### src/rtl/imem_loader.sv
// Instruction memory loader: collects a byte stream into 32-bit words and
// writes them to instruction memory while the CPU front end is held.
module imem_loader #(
  parameter bit BIG_ENDIAN = 1'b1
) (
  input  logic        clk,
  input  logic        rst_n,
  input  logic        start,
  input  logic [31:0] base_addr,
  input  logic [15:0] word_count,
  input  logic        byte_valid,
  input  logic [7:0]  byte_data,
  output logic        byte_ready,
  output logic        imem_we,
  output logic [31:0] imem_addr,
  output logic [31:0] imem_wdata,
  output logic        cpu_hold,
  output logic        busy,
  output logic        done,
  output logic        err
);

  typedef enum logic [1:0] {IDLE, COLLECT, WRITE, DONE} state_t;

  state_t      state_reg;
  logic [31:0] base_reg;
  logic [15:0] count_reg;
  logic [15:0] k_reg;
  logic [1:0]  byte_idx_reg;
  logic [31:0] word_reg;
  logic [31:0] word_next;
  logic [1:0]  lane_sel;
  logic        accept;

  // byte_ready is registered and high only in COLLECT, so it gates acceptance
  assign accept   = byte_valid & byte_ready;
  assign lane_sel = BIG_ENDIAN ? (2'd3 - byte_idx_reg) : byte_idx_reg;

  // Drop the incoming byte into its lane; other lanes keep the partial word
  generate
    for (genvar gi = 0; gi < 4; gi++) begin : g_lane
      assign word_next[8*gi +: 8] = (lane_sel == 2'(gi)) ? byte_data : word_reg[8*gi +: 8];
    end
  endgenerate

  // Load sequencer with all outputs registered alongside the state
  always_ff @(posedge clk or negedge rst_n) begin
    if (!rst_n) begin
      state_reg    <= IDLE;
      base_reg     <= '0;
      count_reg    <= '0;
      k_reg        <= '0;
      byte_idx_reg <= '0;
      word_reg     <= '0;
      byte_ready   <= 1'b0;
      imem_we      <= 1'b0;
      imem_addr    <= '0;
      imem_wdata   <= '0;
      cpu_hold     <= 1'b0;
      busy         <= 1'b0;
      done         <= 1'b0;
      err          <= 1'b0;
    end else begin
      imem_we <= 1'b0;
      done    <= 1'b0;
      err     <= 1'b0;
      case (state_reg)
        IDLE: begin
          if (start) begin
            if (base_addr[1:0] != 2'b00) begin
              // Misaligned base: reject without latching anything
              err <= 1'b1;
            end else if (word_count == 16'd0) begin
              state_reg <= DONE;
              busy      <= 1'b1;
              cpu_hold  <= 1'b1;
              done      <= 1'b1;
            end else begin
              state_reg    <= COLLECT;
              base_reg     <= base_addr;
              count_reg    <= word_count;
              k_reg        <= '0;
              byte_idx_reg <= '0;
              word_reg     <= '0;
              byte_ready   <= 1'b1;
              busy         <= 1'b1;
              cpu_hold     <= 1'b1;
            end
          end
        end
        COLLECT: begin
          if (accept) begin
            word_reg     <= word_next;
            byte_idx_reg <= byte_idx_reg + 2'd1;
            if (byte_idx_reg == 2'd3) begin
              // Fourth byte: present the complete word for one write cycle
              state_reg  <= WRITE;
              byte_ready <= 1'b0;
              imem_we    <= 1'b1;
              imem_addr  <= base_reg + {14'd0, k_reg, 2'b00};
              imem_wdata <= word_next;
            end
          end
        end
        WRITE: begin
          if (k_reg == count_reg - 16'd1) begin
            state_reg <= DONE;
            done      <= 1'b1;
          end else begin
            k_reg      <= k_reg + 16'd1;
            state_reg  <= COLLECT;
            byte_ready <= 1'b1;
          end
        end
        DONE: begin
          state_reg <= IDLE;
          busy      <= 1'b0;
          cpu_hold  <= 1'b0;
        end
        default: begin
          state_reg  <= IDLE;
          byte_ready <= 1'b0;
          busy       <= 1'b0;
          cpu_hold   <= 1'b0;
        end
      endcase
    end
  end

endmodule

### config.mk
export PLATFORM = sky130hd
export DESIGN_NAME = imem_loader
export DESIGN_NICKNAME = d
export VERILOG_FILES = /design/src/rtl/imem_loader.sv
export SDC_FILE = /design/constraint.sdc
export NUM_CORES = 1
export LEC_CHECK = 0
export CAP_MARGIN = 40
export CORE_AREA = 2 2 150 189
export DETAILED_ROUTE_END_ITERATION = 6
export DIE_AREA = 0 0 152 191
export GPL_TIMING_DRIVEN = 0
export PLACE_DENSITY = 0.58
export SYNTH_ARGS = -nofsm -noshare
export SYNTH_HDL_FRONTEND = slang
export SYNTH_SLANG_ARGS = --single-unit
### constraint.sdc
create_clock -name clk -period 4.2 [get_ports clk]
set_input_delay 0.63 -clock clk [delete_from_list [all_inputs] [get_ports clk]]
set_output_delay 0.63 -clock clk [all_outputs]
set_load 0.01 [all_outputs]
# --- After elaboration in Yosys (flattened, before gate mapping) ---
# Cells that the tools add are included.
totals:
  regBits: 169
  inputBits: 60
  output_inout_bits: 70
op_classes:
  n_addsub: 5
  n_eq_ne: 14
  n_mux: 47
  bitwise_logic: 3
  reduce_logical: 15
op_table:
  columns: ["op", "count"]
  rows:
  - ["$mux 32", 4]
  - ["$mux 16", 4]
  - ["$pmux 32 s2", 1]
  - ["$add 32x18->32", 1]
  - ["$mux 8", 4]
  - ["$pmux 16 s2", 1]
  - ["$mux 2", 10]
  - ["$mux 1", 18]
  - ["$add 16x1->16 const B", 1]
  - ["$eq 16x16->1", 1]
  - ["$logic_not 16->1", 1]
  - ["$sub 16x1->16 const B", 1]
  - ["$ne 2x2->1 const B", 6]
  - ["$eq 2x2->1 const B", 5]
  - ["$reduce_and 5->1", 2]
  - ["$pmux 2 s4", 1]
  - ["$reduce_and 4->1", 2]
  - ["$reduce_bool 2->1", 4]
  - ["$reduce_and 7->1", 1]
  - ["$reduce_and 3->1", 2]
  - ["$eq 2x1->1 const B", 2]
  - ["$logic_not 2->1", 2]
  - ["$pmux 1 s2", 2]
  - ["$pmux 2 s2", 1]
  - ["6 further kinds", 7]

# --- Longest topological paths before layout ---
# Gate-level depths: netlist of run 1.
logic_depth:
  depth_word: 5
  mapped_depth: 12
  depth_no_buf: 11

# --- Worst setup path after synthesis of run 1 ---
# OpenSTA, ideal clock, no wires.
synth_timing:
  kind: "reg-to-reg"
  from: "reg count_reg[5]"
  to: "reg k_reg[14]"
  t_arrival_ps: 2823
  required_ps: 4081
  slack_ps: 1258
  stages_incl_launch_ff: 11
  n_path_buf: 2
  period_less_slack_ps: 2942
  cell_sequence: "dfrtp_1 -> or4_4 -> or4_4 -> or3_1 -> nor4_1 -> o21ai_2 -> nor2_2 -> buf_6 -> buf_6 -> nor4_1 -> o21a_1"
synth_via:
  elab_chain_len: 4
synth_rtl:
  columns: ["element", "line", "rtl"]
  rows:
  - ["from (decl)", "27", "logic [15:0] count_reg;"]
  - ["from (signal assigned)", "81", "count_reg <= word_count;"]
  - ["$sub 16x1->16", "106", "if (k_reg == count_reg - 16'd1) begin"]
  - ["$eq 16x16->1", "106", null]
  - ["$ne 2x2->1 (no source line)", null, null]
  - ["$reduce_and 5->1 (no source line)", null, null]
  - ["to (signal assigned)", "110", "k_reg <= k_reg + 16'd1;"]
  - ["to (decl)", "28", "logic [15:0] k_reg;"]
# Every way passes these cells.
# A chain may end at the register's enable or synchronous reset.

# --- Worst setup path in the final report of run 1 ---
# Same ends and word-level chain as after synthesis.

==> out/results.ini, run 1 <==
[outcome]
status = finished clean

[clock_tree]
cts_hold_buffers = 0
worst_setup_hold_path_clk_slew_ps = 70
tritoncts = done
cts_buffers = 17
post_cts.repair.setup_buffers = 0
cts-root-buf = sky130_fd_sc_hd__clkbuf_16
cts.htree.levels = 4
clk-insertion-delay-late_ps = 430
post_cts.resized_instances = 0
clock-sinks = 161
clk_path_buf_depth = 2

[timing]
final-max-slew-violation-count = 0
timing_worst_slew_pin_value_ps = 693.7
fin_skew_ps = 11.75
fmax_mhz = 300.3
fin_crit_ps = 3330
rsz_0062_raised_after_global_routing = false
setup-tns-final_ps = 0
slew_headroom_pct = 53.75
timing.final.crit_share_pct = 79.30
hold_slack_ps = 177.1
setup_violations = 0
timing.final.hold_violations = 0
layout_setup_ws_ps = 869.6

[critical_path]
timing_worst_setup_path_type = reg -> reg
critPathRequiredTime_ps = 4520
cp-end-kind = register
critical_path_arrival_ps = 3650
worstPathMaxFanout = 10
worstSetupStartpointType = register

[placement]
dpl-instance-area_sq_um = 9797
hpwl_microns = 16720
port-buffer-count = 121
gp_routability_congestion = 0.8480
post-place-ws_ps = 807.1
dp_cells = 1361

[logic_synthesis]
synth_edf_count = 0
synth.ff_latch_count = 161
synthArstFlopShare_pct = 100.0
ys_seq_area_share_pct = 49.72
synth_flop_cell = sky130_fd_sc_hd__dfrtp_1
yosys_warnings = 0
syn-instance-count = 887
mappedNetlistArea_sq_um = 8103
synth.net_count = 970
synth_area_per_cell_sq_um = 9.135
netlist-cell-type-count = 55

[global_routing]
vias_in_the_first_global_route = 6341
globalRouteTotalUtil_pct = 15.30
grt_first_pass_wirelength_microns = 34780
number_of_antenna_violations_at_the_first_check_in_global_routing = 0
overflow = 0
grt_start_max_net_pins = 89

[floorplanning]
num_rows = 68
die_area_sq_um = 29030
fp.dieW_microns = 152
core_sq_um = 27310
ioPinCount = 130
floorplan.initialDensity_pct = 29.67
die-height_microns = 191

[cells_and_area]
layout.core_utilization_pct = 38.09
final_common_cell = sky130_fd_sc_hd__nand2_1
final-instance-count-excl-fill = 1393
drive_above_1_share_pct = 4.794
finished_layout_cell_area_sq_um = 10400
antenna_cells_inserted = 0
synthToLayoutAreaGrowth_pct = 28.38
layout.cells.most_common_list = sky130_fd_sc_hd__nand2_1 (238), sky130_fd_sc_hd__dfrtp_1 (161), sky130_fd_sc_hd__clkdlybuf4s50_1 (120)
layout.nets = 1113

[drt]
drc = 0
first_iter_violations = 475
via_count = 6694
detail-route-antenna-nets = 0
first_pass_iters = 5
wirelength_microns = 21830
post_drt_wl_per_cell_microns = 15.67
detail_route.vias_per_cell = 4.805

[worst_hold_path]
worst_hold_path_type = in -> async

[run]
max-cap-violations = 0

[pwr]
powerDensity_nw_per_um2 = 635.8
cellLeakagePower_nw = 4.576
peakVddDrop_v = 0.0002636
post-layout-total-power_mw = 6.614

[synth_stat cells (7+ instances only)]
cell / instances / area (sq um)
sky130_fd_sc_hd__nand2_1: 238 / 893.4
sky130_fd_sc_hd__dfrtp_1: 161 / 4029
sky130_fd_sc_hd__o21ai_0: 74 / 370.4
sky130_fd_sc_hd__nor2_1: 41 / 153.9
sky130_fd_sc_hd__clkbuf_1: 33 / 123.9
sky130_fd_sc_hd__xnor2_1: 28 / 245.2
sky130_fd_sc_hd__mux2i_1: 26 / 260.3
sky130_fd_sc_hd__a22o_1: 25 / 219.0
sky130_fd_sc_hd__a21oi_1: 24 / 120.1
sky130_fd_sc_hd__ha_1: 22 / 275.3
sky130_fd_sc_hd__inv_1: 19 / 71.32
sky130_fd_sc_hd__xor2_1: 17 / 148.9
sky130_fd_sc_hd__nand3_1: 15 / 75.07
sky130_fd_sc_hd__or3_1: 14 / 87.58
sky130_fd_sc_hd__nor3_1: 13 / 65.06
sky130_fd_sc_hd__buf_1: 12 / 45.04
sky130_fd_sc_hd__nand2b_1: 10 / 62.56
sky130_fd_sc_hd__and2_1: 9 / 56.30
sky130_fd_sc_hd__nor4_1: 9 / 56.30
sky130_fd_sc_hd__o31ai_1: 9 / 67.56
sky130_fd_sc_hd__nand4_1: 8 / 50.05
sky130_fd_sc_hd__or4_1: 7 / 52.55
[worst paths after layout]
| path | start | endpoint | slack, ps | cells past startpoint |
|---|---|---|---|---|
| worst max register to register | count_reg[5] | k_reg[14] | 870 | 10 |
| worst min register to register | base_reg[1] | imem_addr[1] | 480 | 2 |
| min in group clk | base_reg[1] | imem_addr[1] | 480 | 2 |
| worst max-delay path | count_reg[5] | k_reg[14] | 870 | 10 |
| max in group asynchronous | rst_n | imem_wdata[30] | 3190 | 2 |
| worst min-delay path | rst_n | count_reg[10] | 180 | 1 |
[report_power, final]
part           leakage (nW)  switching, mW  total, mW  internal (mW)
sequential             2.10          0.455       2.60           2.15
combinational          2.19           1.23       2.44           1.21
clock                 0.292          0.757       1.57          0.809
[cells by family (layout without fill, tap and decap cells)]
| kind of cell | Yosys count | in the layout | synth area share [%] |
|---|---|---|---|
| compound gates | 173 | 173 | 13.53 |
| xor+xnor | 45 | 45 | 4.864 |
| fa+ha+maj | 23 | 23 | 3.644 |
| buf+inv | 67 | 223 | 3.335 |
| flops | 161 | 161 | 49.72 |
| mux | 27 | 27 | 3.351 |
| simple gates | 391 | 391 | 21.56 |
[worst max-delay path: stages (launching register included)]
cell and delay, ps:
sky130_fd_sc_hd__dfrtp_1 460, sky130_fd_sc_hd__or4_4 600, sky130_fd_sc_hd__or4_4 450, sky130_fd_sc_hd__or3_1 360
sky130_fd_sc_hd__nor4_1 490, sky130_fd_sc_hd__o21ai_2 180, sky130_fd_sc_hd__nor2_2 160, sky130_fd_sc_hd__buf_6 160
sky130_fd_sc_hd__buf_6 140, sky130_fd_sc_hd__nor4_1 60, sky130_fd_sc_hd__o21a_1 170
[layout make-up]
class | instances | area, sq um
multi-input cells | 659 | 3804
clock inverters | 15 | 180.2
inverters | 19 | 71.32
plain buffers | 48 | 198.9
flip-flops and latches | 161 | 4029
clock buffers | 17 | 425.4
repair buffers | 124 | 1256
fillers | 2759 | 16910
well taps | 350 | 437.9
[metal layers]
layer,up-vias,global-route usage [%],part of all wire (%)
met5,-,0,0
met4,0,4.996,1.8
met3,24,2.471,3.4
met2,157,26.92,51
met1,3177,19.18,44
li1,3336,-,-
(Power assumes the default switching activity.)
==> inputs of run 2 (changes only) <==
==> constraint.sdc (replaced) <==
create_clock -name clk -period 3.4 [get_ports clk]
set_input_delay 0.51 -clock clk [delete_from_list [all_inputs] [get_ports clk]]
set_output_delay 0.51 -clock clk [all_outputs]
set_load 0.01 [all_outputs]
==> out/results.ini, run 2 (same netlist as run 1, synthesis figures left out) <==
[floorplanning]
die-height_microns = 191  ; unchanged
core_sq_um = 27310  ; unchanged
fp.dieW_microns = 152  ; unchanged
floorplan.initialDensity_pct = 29.67  ; unchanged
ioPinCount = 130  ; unchanged
die_area_sq_um = 29030  ; unchanged
num_rows = 68  ; unchanged

[timing]
setup_violations = 0  ; unchanged
layout_setup_ws_ps = 171.3  ; was 869.6 ps
timing_worst_slew_pin_value_ps = 693.7  ; about the same
fin_skew_ps = 12.03  ; was 11.75 ps
fin_crit_ps = 3229  ; was 3330 ps
fmax_mhz = 309.7  ; was 300.3 MHz
slew_headroom_pct = 53.75  ; unchanged
timing.final.crit_share_pct = 94.96  ; was 79.30%
rsz_0062_raised_after_global_routing = false  ; unchanged
timing.final.hold_violations = 0  ; unchanged
final-max-slew-violation-count = 0  ; unchanged

[critical_path]
critical_path_arrival_ps = 3550  ; was 3650 ps
timing.reg2reg.worst_path_depth = 8  ; was 10
timing.critical_path.slowest_cell_delay_ps = 600  ; about the same
timing_worst_setup_path_type = reg -> reg  ; unchanged
critPathRequiredTime_ps = 3720  ; was 4520 ps
slowest_stage = sky130_fd_sc_hd__or4_4  ; unchanged
cp_most_frequent_cell = sky130_fd_sc_hd__or4_4
worstSetupStartpointType = register  ; unchanged
cp-end-kind = register  ; unchanged
worstPathMaxFanout = 8  ; was 10
crit_path_cell_trace = or4_4 > or4_4 > o32ai_1 > o311ai_2 > o21ai_2 > nor2_2 > nor3_1 > mux2_2  ; was or4_4 > or4_4 > or3_1 > nor4_1 > o21ai_2 > nor2_2 > buf_6 > buf_6 > nor4_1 > o21a_1

[placement]
hpwl_microns = 16720  ; unchanged
gp_routability_congestion = 0.8480  ; unchanged
dp_cells = 1361  ; unchanged
port-buffer-count = 121  ; unchanged
post-place-ws_ps = 127.1  ; was 807.1 ps

[drt]
first_pass_iters = 5  ; unchanged
post_drt_wl_per_cell_microns = 15.68  ; was 15.67 microns
first_iter_violations = 476  ; was 475
wirelength_microns = 21840  ; was 21830 microns
drc = 0  ; unchanged
detail_route.vias_per_cell = 4.793  ; was 4.805
via_count = 6676  ; was 6694
detail-route-antenna-nets = 0  ; unchanged

[cells_and_area]
layout.nets = 1113  ; unchanged
antenna_cells_inserted = 0  ; unchanged
num-fill-cells = 2761  ; was 2759
sequential_standard_cell_area_sq_um = 4029  ; unchanged
drive_above_1_share_pct = 4.890  ; was 4.794%
final-instance-count-excl-fill = 1393  ; unchanged
final_common_cell = sky130_fd_sc_hd__nand2_1  ; unchanged
multiInputGateArea_sq_um = 3810  ; was 3804 sq um
synthToLayoutAreaGrowth_pct = 28.46  ; was 28.38%
layout.cells.most_common_list = sky130_fd_sc_hd__nand2_1 (238), sky130_fd_sc_hd__dfrtp_1 (161), sky130_fd_sc_hd__clkdlybuf4s50_1 (120)  ; unchanged

[run]
max-cap-violations = 0  ; unchanged

[clock_tree]
cts_buffers = 17  ; unchanged
post_cts.repair.setup_buffers = 0  ; unchanged
tritoncts = done  ; unchanged
clk_path_buf_depth = 2  ; unchanged
post_cts.resized_instances = 0  ; unchanged
cts-root-buf = sky130_fd_sc_hd__clkbuf_16  ; unchanged
cts.htree.levels = 4  ; unchanged
worst_setup_hold_path_clk_slew_ps = 70  ; about the same
clk-insertion-delay-late_ps = 430  ; about the same
cts_hold_buffers = 0  ; unchanged
clock-sinks = 161  ; unchanged

[global_routing]
grt_first_pass_wirelength_microns = 34780  ; unchanged
globalRouteTotalUtil_pct = 15.30  ; unchanged
number_of_antenna_violations_at_the_first_check_in_global_routing = 0  ; unchanged
overflow = 0  ; unchanged
grt_start_max_net_pins = 89  ; unchanged
vias_in_the_first_global_route = 6341  ; unchanged

[pwr]
peakVddDrop_v = 0.0003249  ; was 0.0002636 V
powerDensity_nw_per_um2 = 785.1  ; was 635.8 nW/um^2
cellLeakagePower_nw = 4.577  ; was 4.576 nW

[worst_hold_path]
worst_hold_path_type = in -> async  ; unchanged

[outcome]
status = finished clean  ; unchanged

run 2: cell counts in the layout (fill, tap and decap cells not counted):
Identical to the previous run, type by type.
run 2: final timing paths:
check | slack [ps] | start | to
min reg2reg | 480 | base_reg[1] | imem_addr[1]
max reg2reg | 170 | count_reg[5] | k_reg[0]
max | 170 | count_reg[5] | k_reg[0]
min | 60 | rst_n | count_reg[10]
min in group clk | 460 | byte_data[4] | imem_wdata[4]
max in group asynchronous | 2510 | rst_n | imem_wdata[30]
run 2: power breakdown:
group	internal [mW]	total (mW)	leakage, nW	switching, mW
clock network	1.00	1.94	0.292	0.936
logic	1.50	3.02	2.19	1.52
registers	2.65	3.22	2.10	0.562
total	5.15	8.17	4.58	3.02
run 2: per-layer routing:
layer | vias up | global-route usage (%) | share of wire (%)
met3 | 24 | 2.471 | 3.6
met2 | 152 | 26.92 | 51
met1 | 3165 | 19.18 | 44
li1 | 3335 | - | -
met5 | - | 0 | 0
met4 | 0 | 4.996 | 1.8
run 2: cell type report:
| class | instances | area share [%] |
|---|---|---|
| Sequential cell | 161 | 38.71 |
| Multi-Input combinational cell | 659 | 36.60 |
| Timing Repair Buffer | 124 | 12.07 |
| Tap cell | 350 | 4.207 |
| Clock buffer | 17 | 4.087 |
| Buffer | 48 | 1.911 |
| Clock inverter | 15 | 1.731 |
| Inverter | 19 | 0.6852 |
run 2: worst max-delay path, delay by kind of cell, from the launching register on:
family / cells / cell delay [ps]
flip-flops: 1 / 460
multiplexers: 1 / 390
AND/OR/NAND/NOR: 4 / 1530
AO/OA/AOI/OAI: 3 / 750
run 2: metrics by stage:
stage	power [mW]	hold WS [ps]	instance area [sq um]	setup TNS, ps	util (%)
3_5_place_dp	6.308	455.2	9797	0	35.87
5_1_grt	8.758	99.17	10410	0	38.11
2_1_floorplan	4.930	214.4	8103	0	-
6_report	8.172	56.43	10410	0	38.11
3_3_place_gp	6.247	452.0	9752	-811340	35.71
4_1_cts	8.264	71.43	10400	0	38.09
==> inputs of run 3 (changes only) <==
--- a/config.mk
+++ b/config.mk
@@ -7,6 +7,7 @@
 export LEC_CHECK = 0
 export CAP_MARGIN = 40
 export CORE_AREA = 2 2 150 189
+export CTS_CLUSTER_SIZE = 16
 export DETAILED_ROUTE_END_ITERATION = 6
 export DIE_AREA = 0 0 152 191
 export GPL_TIMING_DRIVEN = 0
==> results of run 3 <==
Same layout as run 2: the final DEF is identical, and so are final timing and power.
